===== src/rtl/rs_pkg.sv =====
// Shared reservation-station definitions: payload/tag widths and entry layout.
// Used by dispatch and by every RS instance.
package rs_pkg;

  localparam int DATA_W = 76;
  localparam int TAG_W  = 6;

  typedef struct packed {
    logic              valid;
    logic [DATA_W-1:0] data;
    logic [TAG_W-1:0]  src1_tag;
    logic              src1_rdy;
    logic [TAG_W-1:0]  src2_tag;
    logic              src2_rdy;
  } rs_entry_t;

endpackage


===== src/rtl/rs_wakeup_cmp.sv =====
// Tag comparator: flags a source tag that matches either valid CDB broadcast.
module rs_wakeup_cmp #(
  parameter int TAG_W = 6
) (
  input  logic [TAG_W-1:0] src_tag,
  input  logic             cdb0_valid,
  input  logic [TAG_W-1:0] cdb0_tag,
  input  logic             cdb1_valid,
  input  logic [TAG_W-1:0] cdb1_tag,
  output logic             match
);

  // Both ports may hit the same operand; OR-ing keeps that harmless.
  always_comb begin
    match = (cdb0_valid && (cdb0_tag == src_tag)) ||
            (cdb1_valid && (cdb1_tag == src_tag));
  end

endmodule


===== src/rtl/rs_issue_scheduler.sv =====
// Collapsing-queue reservation station. Index 0 holds the oldest entry and
// valid entries are always packed into 0..count-1, so oldest-ready select is
// a simple lowest-index priority pick and removal is a shift-down.
module rs_issue_scheduler
  import rs_pkg::*;
#(
  parameter int DEPTH  = 4,
  // Entry storage uses rs_entry_t, so these must match the package widths.
  parameter int DATA_W = rs_pkg::DATA_W,
  parameter int TAG_W  = rs_pkg::TAG_W
) (
  input  logic                       clk,
  input  logic                       rst,
  input  logic                       flush,
  input  logic                       in_valid,
  input  logic [DATA_W-1:0]          in_data,
  input  logic [TAG_W-1:0]           in_src1_tag,
  input  logic                       in_src1_rdy,
  input  logic [TAG_W-1:0]           in_src2_tag,
  input  logic                       in_src2_rdy,
  output logic                       rs_empty,
  output logic [$clog2(DEPTH+1)-1:0] rs_count,
  input  logic                       cdb0_valid,
  input  logic [TAG_W-1:0]           cdb0_tag,
  input  logic                       cdb1_valid,
  input  logic [TAG_W-1:0]           cdb1_tag,
  output logic                       issue_valid,
  output logic [DATA_W-1:0]          issue_data,
  input  logic                       issue_ready
);

  localparam int CNT_W = $clog2(DEPTH + 1);
  localparam int IDX_W = $clog2(DEPTH);

  rs_entry_t        ent_q [DEPTH];
  rs_entry_t        ent_n [DEPTH];
  // One spare slot past the top so the shift-down reads an empty entry.
  rs_entry_t        woke  [DEPTH+1];
  rs_entry_t        new_ent;
  logic [CNT_W-1:0] count_q;
  logic [CNT_W-1:0] count_n;
  logic [CNT_W-1:0] alloc_idx;
  logic [IDX_W-1:0] sel_idx;
  logic             sel_found;
  logic             alloc;
  logic             issue_fire;
  logic [DEPTH-1:0] ent_m1;
  logic [DEPTH-1:0] ent_m2;
  logic             in_m1;
  logic             in_m2;

  genvar g;
  generate
    for (g = 0; g < DEPTH; g++) begin : g_ent_cmp
      rs_wakeup_cmp #(.TAG_W(TAG_W)) u_cmp_s1 (
        .src_tag    (ent_q[g].src1_tag),
        .cdb0_valid (cdb0_valid),
        .cdb0_tag   (cdb0_tag),
        .cdb1_valid (cdb1_valid),
        .cdb1_tag   (cdb1_tag),
        .match      (ent_m1[g])
      );
      rs_wakeup_cmp #(.TAG_W(TAG_W)) u_cmp_s2 (
        .src_tag    (ent_q[g].src2_tag),
        .cdb0_valid (cdb0_valid),
        .cdb0_tag   (cdb0_tag),
        .cdb1_valid (cdb1_valid),
        .cdb1_tag   (cdb1_tag),
        .match      (ent_m2[g])
      );
    end
  endgenerate

  // Bypass comparators catch a broadcast landing in the same cycle as dispatch.
  rs_wakeup_cmp #(.TAG_W(TAG_W)) u_cmp_in1 (
    .src_tag    (in_src1_tag),
    .cdb0_valid (cdb0_valid),
    .cdb0_tag   (cdb0_tag),
    .cdb1_valid (cdb1_valid),
    .cdb1_tag   (cdb1_tag),
    .match      (in_m1)
  );
  rs_wakeup_cmp #(.TAG_W(TAG_W)) u_cmp_in2 (
    .src_tag    (in_src2_tag),
    .cdb0_valid (cdb0_valid),
    .cdb0_tag   (cdb0_tag),
    .cdb1_valid (cdb1_valid),
    .cdb1_tag   (cdb1_tag),
    .match      (in_m2)
  );

  // Free-slot flag comes from the registered count only.
  always_comb begin
    rs_count = count_q;
    rs_empty = (count_q < CNT_W'(DEPTH));
  end

  // Oldest-ready select: scan from the top so the lowest ready index wins.
  always_comb begin
    sel_idx   = '0;
    sel_found = 1'b0;
    for (int i = DEPTH - 1; i >= 0; i--) begin
      if (ent_q[i].valid && ent_q[i].src1_rdy && ent_q[i].src2_rdy) begin
        sel_found = 1'b1;
        sel_idx   = IDX_W'(i);
      end
    end
  end

  // Issue port driven purely from registered state.
  always_comb begin
    issue_valid = sel_found;
    issue_data  = sel_found ? ent_q[sel_idx].data : '0;
    issue_fire  = sel_found && issue_ready;
    alloc       = in_valid && rs_empty;
    alloc_idx   = count_q - CNT_W'(issue_fire);
  end

  // Next entry state: wakeup, collapse above the issued slot, then append.
  always_comb begin
    for (int i = 0; i < DEPTH; i++) begin
      woke[i] = ent_q[i];
      if (ent_q[i].valid) begin
        woke[i].src1_rdy = ent_q[i].src1_rdy | ent_m1[i];
        woke[i].src2_rdy = ent_q[i].src2_rdy | ent_m2[i];
      end
    end
    woke[DEPTH] = '0;

    new_ent          = '0;
    new_ent.valid    = 1'b1;
    new_ent.data     = in_data;
    new_ent.src1_tag = in_src1_tag;
    new_ent.src1_rdy = in_src1_rdy | in_m1;
    new_ent.src2_tag = in_src2_tag;
    new_ent.src2_rdy = in_src2_rdy | in_m2;

    for (int i = 0; i < DEPTH; i++) begin
      if (issue_fire && (i >= int'(sel_idx))) begin
        ent_n[i] = woke[i+1];
      end else begin
        ent_n[i] = woke[i];
      end
      if (alloc && (alloc_idx == CNT_W'(i))) begin
        ent_n[i] = new_ent;
      end
    end

    count_n = count_q + CNT_W'(alloc) - CNT_W'(issue_fire);

    // Flush beats everything else in the same cycle.
    if (flush) begin
      for (int i = 0; i < DEPTH; i++) begin
        ent_n[i] = '0;
      end
      count_n = '0;
    end
  end

  // State registers with async active-high reset.
  always_ff @(posedge clk or posedge rst) begin
    if (rst) begin
      for (int i = 0; i < DEPTH; i++) begin
        ent_q[i] <= '0;
      end
      count_q <= '0;
    end else begin
      for (int i = 0; i < DEPTH; i++) begin
        ent_q[i] <= ent_n[i];
      end
      count_q <= count_n;
    end
  end

endmodule


===== config.mk =====
export PLATFORM = sky130hd
export DESIGN_NAME = rs_issue_scheduler
export DESIGN_NICKNAME = d
export VERILOG_FILES = /design/src/rtl/rs_pkg.sv /design/src/rtl/rs_wakeup_cmp.sv /design/src/rtl/rs_issue_scheduler.sv
export SDC_FILE = /design/constraint.sdc
export NUM_CORES = 1
export LEC_CHECK = 0
export ABC_CLOCK_PERIOD_IN_PS = 14000
export CAP_MARGIN = 20
export CORE_MARGIN = 2
export CORE_UTILIZATION = 59
export DETAILED_ROUTE_END_ITERATION = 8
export GPL_ROUTABILITY_DRIVEN = 0
export GPL_TIMING_DRIVEN = 0
export PLACE_DENSITY = 0.81
export SLEW_MARGIN = 10
export SYNTH_ARGS = -nofsm -noshare
export SYNTH_HDL_FRONTEND = slang
export SYNTH_HIERARCHICAL = 1
export SYNTH_SLANG_ARGS = --single-unit

===== constraint.sdc =====
create_clock -name clk -period 14 [get_ports clk]
set_input_delay 1.4 -clock clk [delete_from_list [all_inputs] [get_ports clk]]
set_output_delay 1.4 -clock clk [all_outputs]
set_load 0.02 [all_outputs]

==> implementation parameters <==
Parameter                              Value

Status
  Run status    finished, final reports clean

Min path
  Cell depth of the worst hold path    1
  Start point of the worst hold path    ent_q[21]$_DFFE_PP0P_
  Path type of the worst min-delay path    register to register
  Sink of the worst hold path    ent_q[21]$_DFFE_PP0P_

Yosys
  Netlist area before placement    22000 um2
  Most instantiated cells after synthesis    sky130_fd_sc_hd__dfrtp_1, sky130_fd_sc_hd__mux2i_1, sky130_fd_sc_hd__nand2_1
  Async S/R FF share, synth    100%
  Unique masters post-synth    44
  Number of nets produced by synthesis    approximately 2400
  Most frequently used flop master after synthesis    sky130_fd_sc_hd__dfrtp_1
  Cell count after synthesis    about 2300
  Avg Inst Size Synth    around 9.6 um2
  Count of flip-flops with a built-in enable after synthesis    0
  Most instantiated library cell after synthesis    sky130_fd_sc_hd__dfrtp_1
  Count of warnings emitted by yosys    6
  Most area-hungry cell type in the Yosys netlist    sky130_fd_sc_hd__dfrtp_1
  Portion of synthesized cell area occupied by the leading cell type    a little over two fifths
  Share of synthesized area occupied by flip-flops and latches    41.8%
  Synth area leaders    sky130_fd_sc_hd__dfrtp_1, sky130_fd_sc_hd__mux2i_1, sky130_fd_sc_hd__nand2_1, sky130_fd_sc_hd__xnor2_1, sky130_fd_sc_hd__and3_1
  Number of register bits inferred by synthesis    ~370

Placed design
  Place WS    approximately 9.2 ns
  Port Buffers    between 150 and 200
  Cell count after placement    2943
  Placed wire-length estimate after detailed placement    just under 50000 um

Final layout
  Count of nets after finishing    roughly 2600
  Share of final-layout standard cells stronger than drive strength 1    5.89%
  Diodes inserted    0
  Synth-to-layout area growth    17.9%
  Final Instance Count excl. Fillers    between 3000 and 4000
  Post-layout utilization of the core    70.8%

GRT
  GRT met1 Usage    a little over half
  Grt total ovfl    0
  Most Crowded Layer GR    met2
  Antenna violations before repair    1
  Largest net degree at the start of global routing    ~110
  GR met2 Demand/Resource    ~59%
  Number of global-route vias before repair    20600
  Global-route wire length before repair    approximately 120000 um
  Met3 usage in global routing    8.45%
  GRT Overall Usage    between 30% and 40%

Floorplanning
  Core Footprint    between 30000 and 40000 um2
  Vertical die dimension    between 150 and 200 um
  Number of I/O pins    190
  Die area    38800 um2
  Initial standard-cell utilization of the core    60.0%
  Die outline width    between 150 and 200 um
  Standard-cell row count    70

Timing
  Post-Route Skew    around 0.023 ns
  TNS Setup    0 ns
  Hold WS    0.534 ns
  Number of endpoints with negative hold slack in the final report    0
  Worst slew margin    30.6%
  Setup repair after global routing missed its margin    no
  Share of the clock period used by the worst path after layout    roughly two fifths
  Max-slew violation total from the final report    0
  Least setup slack across all paths after layout    8.49 ns
  Worst Tran Pin Value    between 1 and 1.5 ns
  Final setup vio count    0
  F_max    ~0.18 GHz
  Final critical path time including I/O delays and setup    roughly 5.5 ns

Worst setup path
  Logic depth of the worst register-to-register path    11
  Startpoint type of the worst setup path    register
  Reg-to-reg setup timing slack    around 10 ns
  Arrival time worst endpoint    a little over 4 ns
  Highest net fanout along the worst path    10
  Data required time at the worst endpoint    12.60 ns
  Kind of end point of the critical path    output port
  Endpoint of the worst-slack reg-to-reg timing path    ent_q[101]$_DFFE_PP0P_
  Crit Reg-Reg Startpoint    ent_q[272]$_DFFE_PP0P_
  Critical path type    register to output port

Clocking
  Clk Tree Root Cell    sky130_fd_sc_hd__clkbuf_16
  CTS tree    done
  Count of clock tree sinks    between 300 and 400
  Num CTS Buffers    41
  Post-CTS sizing    0
  Post-cts hold buffer count    0
  Clock insertion delay at the later pin of the skew report    0.55 ns
  Clock-pin transition on the worst setup and hold timing paths    approximately 0.060 ns
  H-Tree Depth    2
  Total setup buffers inserted after CTS    0
  Max Root-Sink Buffers    3

Routing
  Violation count after the first detailed-routing iteration    about 2400
  Via total after detailed routing    ~21000
  Number of routed nets with antenna violations    0
  Number of iterations in the first detailed-routing pass    6
  Per-cell via count in the routed design    a little under 7
  Wire per inst    around 25 um
  Total Routed Length    75900 um
  Number of design rule violations left after detail routing    0

Power and ir drop
  Power share of the clock group    32.6%
  Sequential group share of total power    around two fifths
  Static leakage    roughly 13 nW
  Power density normalized to cell area    approximately 130 nW/um2
  Switching share of power    34.7%
  Internal Power    roughly 2.3 mW
  Power dissipated by switching net loads    1.20 mW
  Relative contribution of combinational cells to total power    28.4%
  Worst ir drop on vdd    approximately 0.00011 V

Run
  Max-cap violation count    0
-- cells in the final DEF, fill, tap and decap left out, drive strengths merged, types with 2 or more instances in the layout --
cell type,count
dfrtp,367
a211oi,95
clkdlybuf4s50,187
and3,164
nor2,96
o21ai,9
mux2i,335
clkbuf,199
nand4b,90
xnor2,125
buf,87
or2,2
clkinv,6
ha,2
nor3,6
bufinv,4
o22ai,12
and2,3
a21o,84
a21oi,100
inv,6
nand2,333
a22o,88
nand4,20
nand3,23
o31ai,91
-- routing by layer --
layer  up-vias  wire length (um)  part of all wire, %
met2      1449             34100                   45
met5         -                 7               0.0092
met4         2              3390                  4.5
li1       8733                 -                    -
met1     10100             29300                   39
met3       279              9130                   12
-- state kept, by name, summed over array words and instances, names as in the netlist --
signal / count
rs_count: 3
ent_q: 364
-- cells by family after synthesis --
logic type      share of synthesized area [%]
flops                                    41.8
xor+xnor                                 5.02
mux                                      15.3
compound gates                           15.9
fa+ha+maj                               0.205
buf+inv                                  4.55
simple gates                             17.2
-- worst max-delay path by stage --
stage | start | endpoint | slack, ns
floorplan | rst | ent_q[0]$_DFF_PP0_ | 2.41
detailed placement | ent_q[181]$_DFFE_PP0P_ | issue_data[71] | 9.21
global route | ent_q[181]$_DFFE_PP0P_ | issue_data[72] | 8.44
finish | ent_q[181]$_DFFE_PP0P_ | issue_data[71] | 8.49
global placement | rst | ent_q[55]$_DFFE_PP0P_ | -2.15
CTS | ent_q[181]$_DFFE_PP0P_ | issue_data[71] | 8.62
-- cell type report --
cell class / instances / area [um2]
inverter: 6 / 30.0
buffer: 222 / 977
sequential: 367 / 9180
multi-input combinational: 1690 / 11800
timing repair buffer: 190 / 1950
tap: 468 / 586
clock buffer: 61 / 1220
clock inverter: 11 / 169
fill: 2767 / 10700
-- critical path, cell delays in order (launching register included) --
cell                              delay, ns
sky130_fd_sc_hd__dfrtp_1               0.42
sky130_fd_sc_hd__and3_1                0.19
sky130_fd_sc_hd__buf_2                 0.16
sky130_fd_sc_hd__o211ai_1              0.16
sky130_fd_sc_hd__clkbuf_1              0.52
sky130_fd_sc_hd__buf_2                 0.50
sky130_fd_sc_hd__buf_2                 0.48
sky130_fd_sc_hd__mux2i_1               0.23
sky130_fd_sc_hd__nand2_1               0.07
sky130_fd_sc_hd__and3_1                0.26
sky130_fd_sc_hd__clkdlybuf4s50_1       0.57
-- metrics by stage --
stage / cell area [um2] / power [mW]
after floorplan: 22000 / 1.98
after detailed placement: 24500 / 2.31
after global placement: 24400 / 2.27
after CTS: 25900 / 3.43
final: 25900 / 3.47
after global routing: 25900 / 3.60
-- power groups by stage --
stage / Sequential (mW) / Clock, mW / Combinational (mW)
floorplan: 1.33 / 0 / 0.651
global placement: 1.35 / 0 / 0.914
detailed placement: 1.36 / 0 / 0.951
CTS: 1.35 / 1.13 / 0.958
global route: 1.37 / 1.18 / 1.06
finish: 1.35 / 1.13 / 0.987
Note: power is estimated with default switching activity, not from simulation.
